## config.mk

```make
export PLATFORM = sky130hd
export DESIGN_NAME = display_scan_sequencer_flat
export DESIGN_NICKNAME = d
export VERILOG_FILES = /design/src/rtl/display_pkg.sv /design/src/rtl/display_scan_sequencer_if.sv /design/src/rtl/display_scan_sequencer_scan_next_digit.sv /design/src/rtl/display_scan_sequencer.sv /design/src/flat_wrapper.sv
export SDC_FILE = /design/constraint.sdc
export NUM_CORES = 1
export LEC_CHECK = 0
export BUFFER_PORTS_ARGS = -buffer_cell sky130_fd_sc_hd__buf_2
export CAP_MARGIN = 20
export CORE_AREA = 2 2 44 86
export DETAILED_ROUTE_END_ITERATION = 12
export DIE_AREA = 0 0 46 88
export GPL_ROUTABILITY_DRIVEN = 0
export PLACE_DENSITY_LB_ADDON = 0.2
export SYNTH_ARGS = -nofsm -noshare
export SYNTH_HDL_FRONTEND = slang
export SYNTH_SLANG_ARGS = --single-unit
export TNS_END_PERCENT = 30
```

## constraint.sdc

```tcl
create_clock -name clk -period 2.85 [get_ports clk]
set_input_delay 0.285 -clock clk [delete_from_list [all_inputs] [get_ports clk]]
set_output_delay 0.285 -clock clk [all_outputs]
set_load 0.05 [all_outputs]
```

## src/rtl/display_pkg.sv

```systemverilog
// Shared types and width helpers for the seven-segment digit-scan sequencer.
// Pure declarations; no logic, no latency, no flow control.
package display_pkg;

   typedef enum logic [1:0] {
      IDLE  = 2'd0,
      BLANK = 2'd1,
      SHOW  = 2'd2
   } scan_state_t;

   localparam int BRIGHT_W = 4;

   // Index/counter width that never collapses to zero bits.
   function automatic int sel_w(input int n);
      return (n <= 2) ? 1 : $clog2(n);
   endfunction

endpackage

```

## src/rtl/display_scan_sequencer_if.sv

```systemverilog
// Scan control/status bundle between the display top and the digit-scan sequencer.
// Brightness input exists only when DISPLAY_SCAN_BRIGHTNESS_EN is defined; levels only, no handshake.
interface display_scan_sequencer_if #(parameter int NUM_DIGITS = 4);
   import display_pkg::*;

   localparam int SEL_W = sel_w(NUM_DIGITS);

   logic                  en;
   logic [NUM_DIGITS-1:0] digit_mask;
`ifdef DISPLAY_SCAN_BRIGHTNESS_EN
   logic [BRIGHT_W-1:0]   brightness;
`endif
   logic [SEL_W-1:0]      sync_count;
   logic [NUM_DIGITS-1:0] digit_onehot;
   logic                  blank;
   logic                  frame_start;

   modport master (
`ifdef DISPLAY_SCAN_BRIGHTNESS_EN
      input  brightness,
`endif
      input  en, digit_mask,
      output sync_count, digit_onehot, blank, frame_start
   );

   modport slave (
`ifdef DISPLAY_SCAN_BRIGHTNESS_EN
      output brightness,
`endif
      output en, digit_mask,
      input  sync_count, digit_onehot, blank, frame_start
   );

endinterface

```

## src/rtl/display_scan_sequencer_scan_next_digit.sv

```systemverilog
// Wrap-around priority search: next set mask bit above cur, else lowest set bit (wrap=1).
// Purely combinational, zero latency; mask==0 yields index 0 with wrap set.
module scan_next_digit #(
   parameter int NUM_DIGITS = 4,
   parameter int SEL_W      = 2
) (
   input  logic [SEL_W-1:0]      cur,
   input  logic [NUM_DIGITS-1:0] mask,
   output logic [SEL_W-1:0]      nxt,
   output logic                  wrap
);

   logic             above_hit;
   logic [SEL_W-1:0] above_idx;
   logic [SEL_W-1:0] low_idx;

   // Descending walk: the last hit written is the lowest qualifying index.
   always_comb begin
      above_hit = 1'b0;
      above_idx = '0;
      low_idx   = '0;
      for (int i = NUM_DIGITS - 1; i >= 0; i--) begin
         if (mask[i]) begin
            low_idx = SEL_W'(i);
            if (SEL_W'(i) > cur) begin
               above_hit = 1'b1;
               above_idx = SEL_W'(i);
            end
         end
      end
   end

   assign nxt  = above_hit ? above_idx : low_idx;
   assign wrap = !above_hit;

endmodule

```

## src/rtl/display_scan_sequencer.sv

```systemverilog
// Digit-scan sequencer: prescaled slots of blanking then show, mask skip, frame strobe (option DISPLAY_SCAN_BRIGHTNESS_EN).
// All outputs registered, one clk from inputs; en low forces idle/blank on the next edge.
module display_scan_sequencer
   import display_pkg::*;
#(
   parameter int NUM_DIGITS   = 4,
   parameter int PRESCALE     = 100000,
   parameter int BLANK_CYCLES = 1000
) (
   input  logic                     clk,
   input  logic                     rst_n,
   display_scan_sequencer_if.master scan
);

   localparam int SEL_W    = sel_w(NUM_DIGITS);
   localparam int CW       = sel_w(PRESCALE);
   localparam int SHOW_LEN = PRESCALE - BLANK_CYCLES;
   localparam logic [CW-1:0] BLANK_LAST = CW'(BLANK_CYCLES - 1);
   localparam logic [CW-1:0] SLOT_LAST  = CW'(PRESCALE - 1);

   scan_state_t           state_q, state_d;
   logic [SEL_W-1:0]      sync_count_q, sync_count_d;
   logic [CW-1:0]         cnt_q, cnt_d;
   logic [NUM_DIGITS-1:0] digit_onehot_q, digit_onehot_d;
   logic                  blank_q, blank_d;
   logic                  frame_start_q, frame_start_d;
`ifdef DISPLAY_SCAN_BRIGHTNESS_EN
   logic [CW-1:0]         on_len_q, on_len_d;
`endif

   logic                  mask_any;
   logic                  lit;
   logic [SEL_W-1:0]      nxt_idx, first_idx;
   logic                  nxt_wrap, first_wrap;

   assign mask_any = |scan.digit_mask;

   scan_next_digit #(.NUM_DIGITS(NUM_DIGITS), .SEL_W(SEL_W)) u_next (
      .cur  (sync_count_q),
      .mask (scan.digit_mask),
      .nxt  (nxt_idx),
      .wrap (nxt_wrap)
   );

   // Searching above the top index always wraps, giving the lowest enabled digit.
   scan_next_digit #(.NUM_DIGITS(NUM_DIGITS), .SEL_W(SEL_W)) u_first (
      .cur  (SEL_W'(NUM_DIGITS - 1)),
      .mask (scan.digit_mask),
      .nxt  (first_idx),
      .wrap (first_wrap)
   );

   always_comb begin
      state_d       = state_q;
      sync_count_d  = sync_count_q;
      cnt_d         = cnt_q;
      frame_start_d = 1'b0;
      lit           = 1'b0;
`ifdef DISPLAY_SCAN_BRIGHTNESS_EN
      on_len_d      = on_len_q;
`endif
      if (!scan.en) begin
         state_d = IDLE;
         cnt_d   = '0;
      end else begin
         case (state_q)
            IDLE: begin
               if (mask_any) begin
                  state_d       = BLANK;
                  sync_count_d  = first_idx;
                  frame_start_d = first_wrap;
                  cnt_d         = '0;
               end
            end
            BLANK: begin
               cnt_d = cnt_q + 1'b1;
               if (cnt_q == BLANK_LAST) begin
                  state_d = SHOW;
`ifdef DISPLAY_SCAN_BRIGHTNESS_EN
                  on_len_d = CW'(((32'(scan.brightness) + 32'd1) * 32'(SHOW_LEN)) >> 4);
                  lit      = (on_len_d != '0);
`else
                  lit      = 1'b1;
`endif
               end
            end
            SHOW: begin
               if (cnt_q == SLOT_LAST) begin
                  cnt_d = '0;
                  if (!mask_any) begin
                     state_d = IDLE;
                  end else begin
                     state_d       = BLANK;
                     sync_count_d  = nxt_idx;
                     frame_start_d = nxt_wrap | (nxt_idx == first_idx);
                  end
               end else begin
                  cnt_d = cnt_q + 1'b1;
`ifdef DISPLAY_SCAN_BRIGHTNESS_EN
                  lit = ((cnt_d - CW'(BLANK_CYCLES)) < on_len_q);
`else
                  lit = 1'b1;
`endif
               end
            end
            default: state_d = IDLE;
         endcase
      end
      digit_onehot_d = lit ? (NUM_DIGITS'(1) << sync_count_d) : '0;
      blank_d        = !lit;
   end

   always_ff @(posedge clk or negedge rst_n) begin
      if (!rst_n) begin
         state_q        <= IDLE;
         sync_count_q   <= '0;
         cnt_q          <= '0;
         digit_onehot_q <= '0;
         blank_q        <= 1'b1;
         frame_start_q  <= 1'b0;
`ifdef DISPLAY_SCAN_BRIGHTNESS_EN
         on_len_q       <= '0;
`endif
      end else begin
         state_q        <= state_d;
         sync_count_q   <= sync_count_d;
         cnt_q          <= cnt_d;
         digit_onehot_q <= digit_onehot_d;
         blank_q        <= blank_d;
         frame_start_q  <= frame_start_d;
`ifdef DISPLAY_SCAN_BRIGHTNESS_EN
         on_len_q       <= on_len_d;
`endif
      end
   end

   assign scan.sync_count   = sync_count_q;
   assign scan.digit_onehot = digit_onehot_q;
   assign scan.blank        = blank_q;
   assign scan.frame_start  = frame_start_q;

endmodule

```

## src/flat_wrapper.sv

```systemverilog
// flat-port wrapper written by rule: the top's interface ports become plain ports
module display_scan_sequencer_flat import display_pkg::*;
#(
   parameter int NUM_DIGITS   = 4,
   parameter int PRESCALE     = 100000,
   parameter int BLANK_CYCLES = 1000
)
  (clk, rst_n, scan_en, scan_digit_mask, scan_sync_count, scan_digit_onehot, scan_blank, scan_frame_start);
  display_scan_sequencer_if #(.NUM_DIGITS(NUM_DIGITS)) scan_i ();
  input  logic clk;
  input  logic rst_n;
  input wire logic [$bits(scan_i.en)-1:0] scan_en;
  input wire logic [$bits(scan_i.digit_mask)-1:0] scan_digit_mask;
  output wire logic [$bits(scan_i.sync_count)-1:0] scan_sync_count;
  output wire logic [$bits(scan_i.digit_onehot)-1:0] scan_digit_onehot;
  output wire logic [$bits(scan_i.blank)-1:0] scan_blank;
  output wire logic [$bits(scan_i.frame_start)-1:0] scan_frame_start;
  assign scan_i.en = scan_en;
  assign scan_i.digit_mask = scan_digit_mask;
  assign scan_sync_count = scan_i.sync_count;
  assign scan_digit_onehot = scan_i.digit_onehot;
  assign scan_blank = scan_i.blank;
  assign scan_frame_start = scan_i.frame_start;
  display_scan_sequencer #(.NUM_DIGITS(NUM_DIGITS), .PRESCALE(PRESCALE), .BLANK_CYCLES(BLANK_CYCLES)) u_core (.clk(clk), .rst_n(rst_n), .scan(scan_i));
endmodule
```

Word-level counts from Yosys, hierarchy flattened
Cells that the tools add are included.

word-level totals
  latch bits = 0
  input port bits = 7
  register bits after elaboration = 27
  bits in writable memories = 0
  memories kept = 0
  word-level logic and storage cells = 74
  ROM bits = 0
  output and inout port bits = 8

cells by class
  reductions and logical operators = 6
  multiply operators = 0
  divide/modulo/power cells = 0
  equality and inequality tests = 9
  bitwise operators = 1
  add/sub/neg operators = 1
  multiplexer cells = 46
  $lt $le $gt $ge = 4
  shift-type cells = 1

operators with widths
  kind                   count
  $mux 17                3
  $pmux 17 s3            1
  $mux 2                 21
  $add 17x1->17 const B  1
  $eq 17x10->1 const B   1
  $eq 17x17->1 const B   1
  $mux 1                 16
  $ne 3x2->1 const B     3
  $pmux 2 s3             1
  $gt 1x2->1 const A     2
  $gt 2x2->1 const A     2
  $mux 4                 1
  $ne 4x1->1 const B     1
  $pmux 1 s2             2
  $pmux 2 s2             1
  $reduce_or 4->1        1
  $shl 1x2->4 const A    1
  $reduce_and 3->1       1
  $eq 2x1->1 const B     1
  $eq 2x2->1             1
  $eq 2x2->1 const B     1
  $logic_not 1->1        2
  $logic_not 2->1        1
  $reduce_and 2->1       1
  $or 1x1->1             1

Logic depth before layout (Yosys ltp)
  depth after elaboration = 16
  gate-level depth with buffers = 8
  mapped depth without buffers = 7

Modules after synthesis
Synthesis repeated with hierarchy kept, for this count alone.

unflattened totals
  cell total of the unflattened synthesis = 205
  area total of the unflattened synthesis = 1,860.5 µm²

by module, submodules not included
  module                  cells an instance  area an instance (µm²)  sequential area each (µm²)  instances
  display_scan_sequencer  173                1,635.3                 676.9                       1
  scan_next_digit         16                 112.6                   0.0                         2

Worst setup path after synthesis
Ideal clock, no wire load.

  path kind = register to register
  start point = register u_core.cnt_q[11]
  end point = register u_core.digit_onehot_q[1], in the netlist u_core.scan.digit_onehot[1]
  arrival time = 2.070 ns
  library setup time = 0.080 ns
  clock period less this slack = 2.150 ns
  path slack = 0.700 ns
  cell stages (with the launch flop) = 6
  buffers on the path = 0
  data required time = 2.770 ns
  cells stage by stage = dfrtp_1 > or4_4 > or4_4 > a2111oi_4 > a311o_2 > nor3b_2

on the way
  word-level cells in the longest chain between the ends = 6
  elaborated cells between the ends (all ways) = 11
  those cells by class = eq/ne: 2; shift: 1; mux: 8

RTL lines
  element                       line                           RTL
  from (decl)                   display_scan_sequencer.sv:23   logic [CW-1:0] cnt_q, cnt_d;
  from (signal assigned)        display_scan_sequencer.sv:127  cnt_q <= cnt_d;
  $eq 17x17->1                  display_scan_sequencer.sv:88   if (cnt_q == SLOT_LAST) begin
  $mux 2                        display_scan_sequencer.sv:88
  $pmux 2 s2                    display_scan_sequencer.sv:66   case (state_q)
  $mux 2                        display_scan_sequencer.sv:62   if (!scan.en) begin
  net u_core.sync_count_d[0]    display_scan_sequencer.sv:22   logic [SEL_W-1:0] sync_count_q, sync_count_d;
  $shl 1x2->4                   display_scan_sequencer.sv:109  digit_onehot_d = lit ? (NUM_DIGITS'(1) << sync_count_d) : '0;
  $mux 4                        display_scan_sequencer.sv:109
  net u_core.digit_onehot_d[1]  display_scan_sequencer.sv:24   logic [NUM_DIGITS-1:0] digit_onehot_q, digit_onehot_d;
  to (signal assigned)          display_scan_sequencer.sv:128  digit_onehot_q <= digit_onehot_d;
  to (decl)                     display_scan_sequencer.sv:24

The timed path passes the listed nets, and every way through them passes these cells.
A chain may end at the register's enable or synchronous reset.

Final worst setup path
  start point = register u_core.cnt_q[12]
  end point = register u_core.cnt_q[15]

on the way
  word-level cells in the longest chain between the ends = 4
  elaborated cells between the ends (all ways) = 5
  those cells by class = add/sub: 1; eq/ne: 1; mux: 3

RTL lines
  element                                               line
  $add 17x1->17 / $eq 17x17->1 (equally long branches)  display_scan_sequencer.sv:76, display_scan_sequencer.sv:98, display_scan_sequencer.sv:88
  $mux 17                                               display_scan_sequencer.sv:88
  $pmux 17 s3 *                                         display_scan_sequencer.sv:66
  $mux 17 *                                             display_scan_sequencer.sv:62

Every way passes the cells marked *; elsewhere a longest branch is shown, timed or not.

==> impl_metrics.json <==
{
  "place_ws_ns": 0.466,
  "power_density_nw_per_um2": 643,
  "synth_fp_nets": 196,
  "synth_ff_type": "dfrtp_1",
  "drc": 0,
  "grt_start_max_net_pins": 28,
  "cts_setup_buffers": 0,
  "postRouteAntennaNets": 0,
  "dp_hpwl_mm": 3.09,
  "synth-edff-count": 0,
  "grt_overflow": 0,
  "worstHoldPathType": "in2async",
  "tns_ns": 0,
  "async_flop_share_pct": 100,
  "grt_pass1_wl_mm": 6.79,
  "clockBufferDepth": 2,
  "cts-root-buf": "clkbuf_8",
  "final_layout_size_suffix_gt1_share_pct": 16.8,
  "die_area_um2": 4050,
  "routedWlPerCell_um": 17.5,
  "grt_use_total_pct": 22.6,
  "yosys_warnings": 0,
  "die_x_um": 46,
  "cts_sinks": 27,
  "io_buffers": 14,
  "cts_tree": "yes",
  "io_pins": 15,
  "htreeDepth": 1,
  "holdWs_ns": 0.00772,
  "grt_pass1_vias": 1560,
  "rsz0062_at_grt": "false",
  "worst_slew_pin_slew_ns": 0.611,
  "dr_total_vias": 1481,
  "leakage_nw": 0.799,
  "cts_buffers": 3,
  "finalWorstSetupSlack_ns": 0.483,
  "wl_mm": 3.99,
  "ys_seq_elements": 27,
  "synth_cells": 183,
  "cts_hold_buf": 0,
  "syn_avg_cell_area_um2": 9.48,
  "worstSetupStartpointType": "register",
  "routed_via_density": 6.50,
  "syn_to_final_growth_pct": 7.14,
  "critical_path.max_fanout": 11,
  "firstDrtPassIters": 5,
  "end_kind": "register",
  "crit_type": "reg2reg",
  "final_common_cell": "dfrtp_1",
  "ir_drop_v": 0.000391,
  "status": "finished clean",
  "die_h_um": 88,
  "crit_required_ns": 3.00,
  "drv_slew": 0,
  "nNetsFinal": 210,
  "n_antenna_cell": 0,
  "drt-initial-drc-count": 41,
  "finalHoldViolCount": 0,
  "worst_clock_skew_ns": 0.00397,
  "finalCritPeriodShare_pct": 83.0,
  "fmax_ghz": 0.423,
  "clock_latency_ns": 0.27,
  "antenna_found_initial": 0,
  "cts_resized": 0,
  "arrival_ns": 2.52,
  "core_um2": 3380,
  "final_cell_mix": "dfrtp_1 (26), nor2_1 (18), nand2_1 (14), buf_2 (14), o21ai_0 (12)",
  "clk_pin_slew_ns": 0.10,
  "fin_crit_ns": 2.37,
  "initial_utilization_pct": 51.3,
  "setup_violations": 0,
  "ys_seq_area_share_pct": 39.0,
  "n_fill_cell": 326,
  "relSlewSlack_pct": 59.3,
  "rows": 30,
  "syn_area_um2": 1730,
  "ys_types": 52,
  "drv_cap": 0
}
==> cells by family after synthesis <==
logic type      after synthesis  synth area share, %
simple gates                 74                 24.5
compound gates               48                 20.7
buf+inv                      15                 4.62
mux                           2                 1.23
flops                        27                 39.0
xor+xnor                     11                 5.56
fa+ha+maj                     6                 4.33
==> sequential cells by signal, indices dropped and copies added (netlist names) <==
register	cells
u_core.state_q	2
u_core.scan.sync_count	2
u_core.scan.digit_onehot	4
u_core.scan.blank	1
u_core.scan.frame_start	1
u_core.cnt_q	17
==> per-layer routing <==
metal  part of all wire (%)  routed length [um]  global-route usage, %
met5                      0                   0                      0
met4                    2.9                 117                   11.4
met3                    2.0                  79                   2.68
met2                     58                2320                   43.6
met1                     37                1480                   21.3
==> through the flow <==
step,utilization (%),power (mW),instance area [um^2],instances
finish,55.0,1.20,1860,228
global route,55.0,1.28,1860,228
CTS,55.0,1.20,1860,228
detailed placement,53.6,0.977,1810,224
global placement,53.6,0.967,1810,224
floorplan,-,0.872,1730,183
==> power by group <==
group,total [mW],switching [mW],leakage (nW),internal [mW]
Combinational,0.504,0.336,0.409,0.168
Clock,0.222,0.123,0.0217,0.0993
Sequential,0.469,0.0516,0.368,0.417
Total,1.20,0.511,0.799,0.684
==> worst paths after layout <==
check | from | end | slack [ns] | cells past startpoint
hold / removal | rst_n | u_core.scan.frame_start | 0.008 | 1
hold reg to reg | u_core.cnt_q[1] | u_core.cnt_q[1] | 0.54 | 2
setup / recovery | u_core.cnt_q[12] | u_core.cnt_q[15] | 0.48 | 5
setup reg to reg | u_core.cnt_q[12] | u_core.cnt_q[15] | 0.48 | 5
max in group asynchronous | rst_n | u_core.cnt_q[13] | 2.44 | 1
min in group clk | scan_en | u_core.state_q[1] | 0.35 | 3
==> critical path, stage by stage (launching register included) <==
cell and delay [ns]:
dfrtp_1 0.43, or4_4 0.56, o41ai_1 0.47, a21o_1 0.27, and2_1 0.41, nor2_1 0.10
==> Yosys cell counts (all sizes together) (4+ instances only) <==
cell | number | area share [%]
dfrtp | 26 | 38
nor2 | 18 | 3.9
nand2 | 14 | 3.0
o21ai | 12 | 3.5
xor2 | 11 | 5.6
inv | 8 | 1.7
nor4 | 7 | 2.9
o2111ai | 7 | 3.5
a21oi | 6 | 1.7
ha | 6 | 4.3
nor3 | 5 | 1.4
a22o | 4 | 2.0
buf | 4 | 1.7
nand3 | 4 | 1.2
==> final cells by class <==
cell class	instances	area, um^2	share of cell area [%]
multi-input combinational	141	977	52.6
sequential	27	677	36.4
timing repair buffer	16	85.1	4.58
clock buffer	3	41.3	2.22
tap	32	40.0	2.15
inverter	8	30.0	1.62
clock inverter	1	7.51	0.404
No activity file was read; power rests on OpenSTA's default activity.
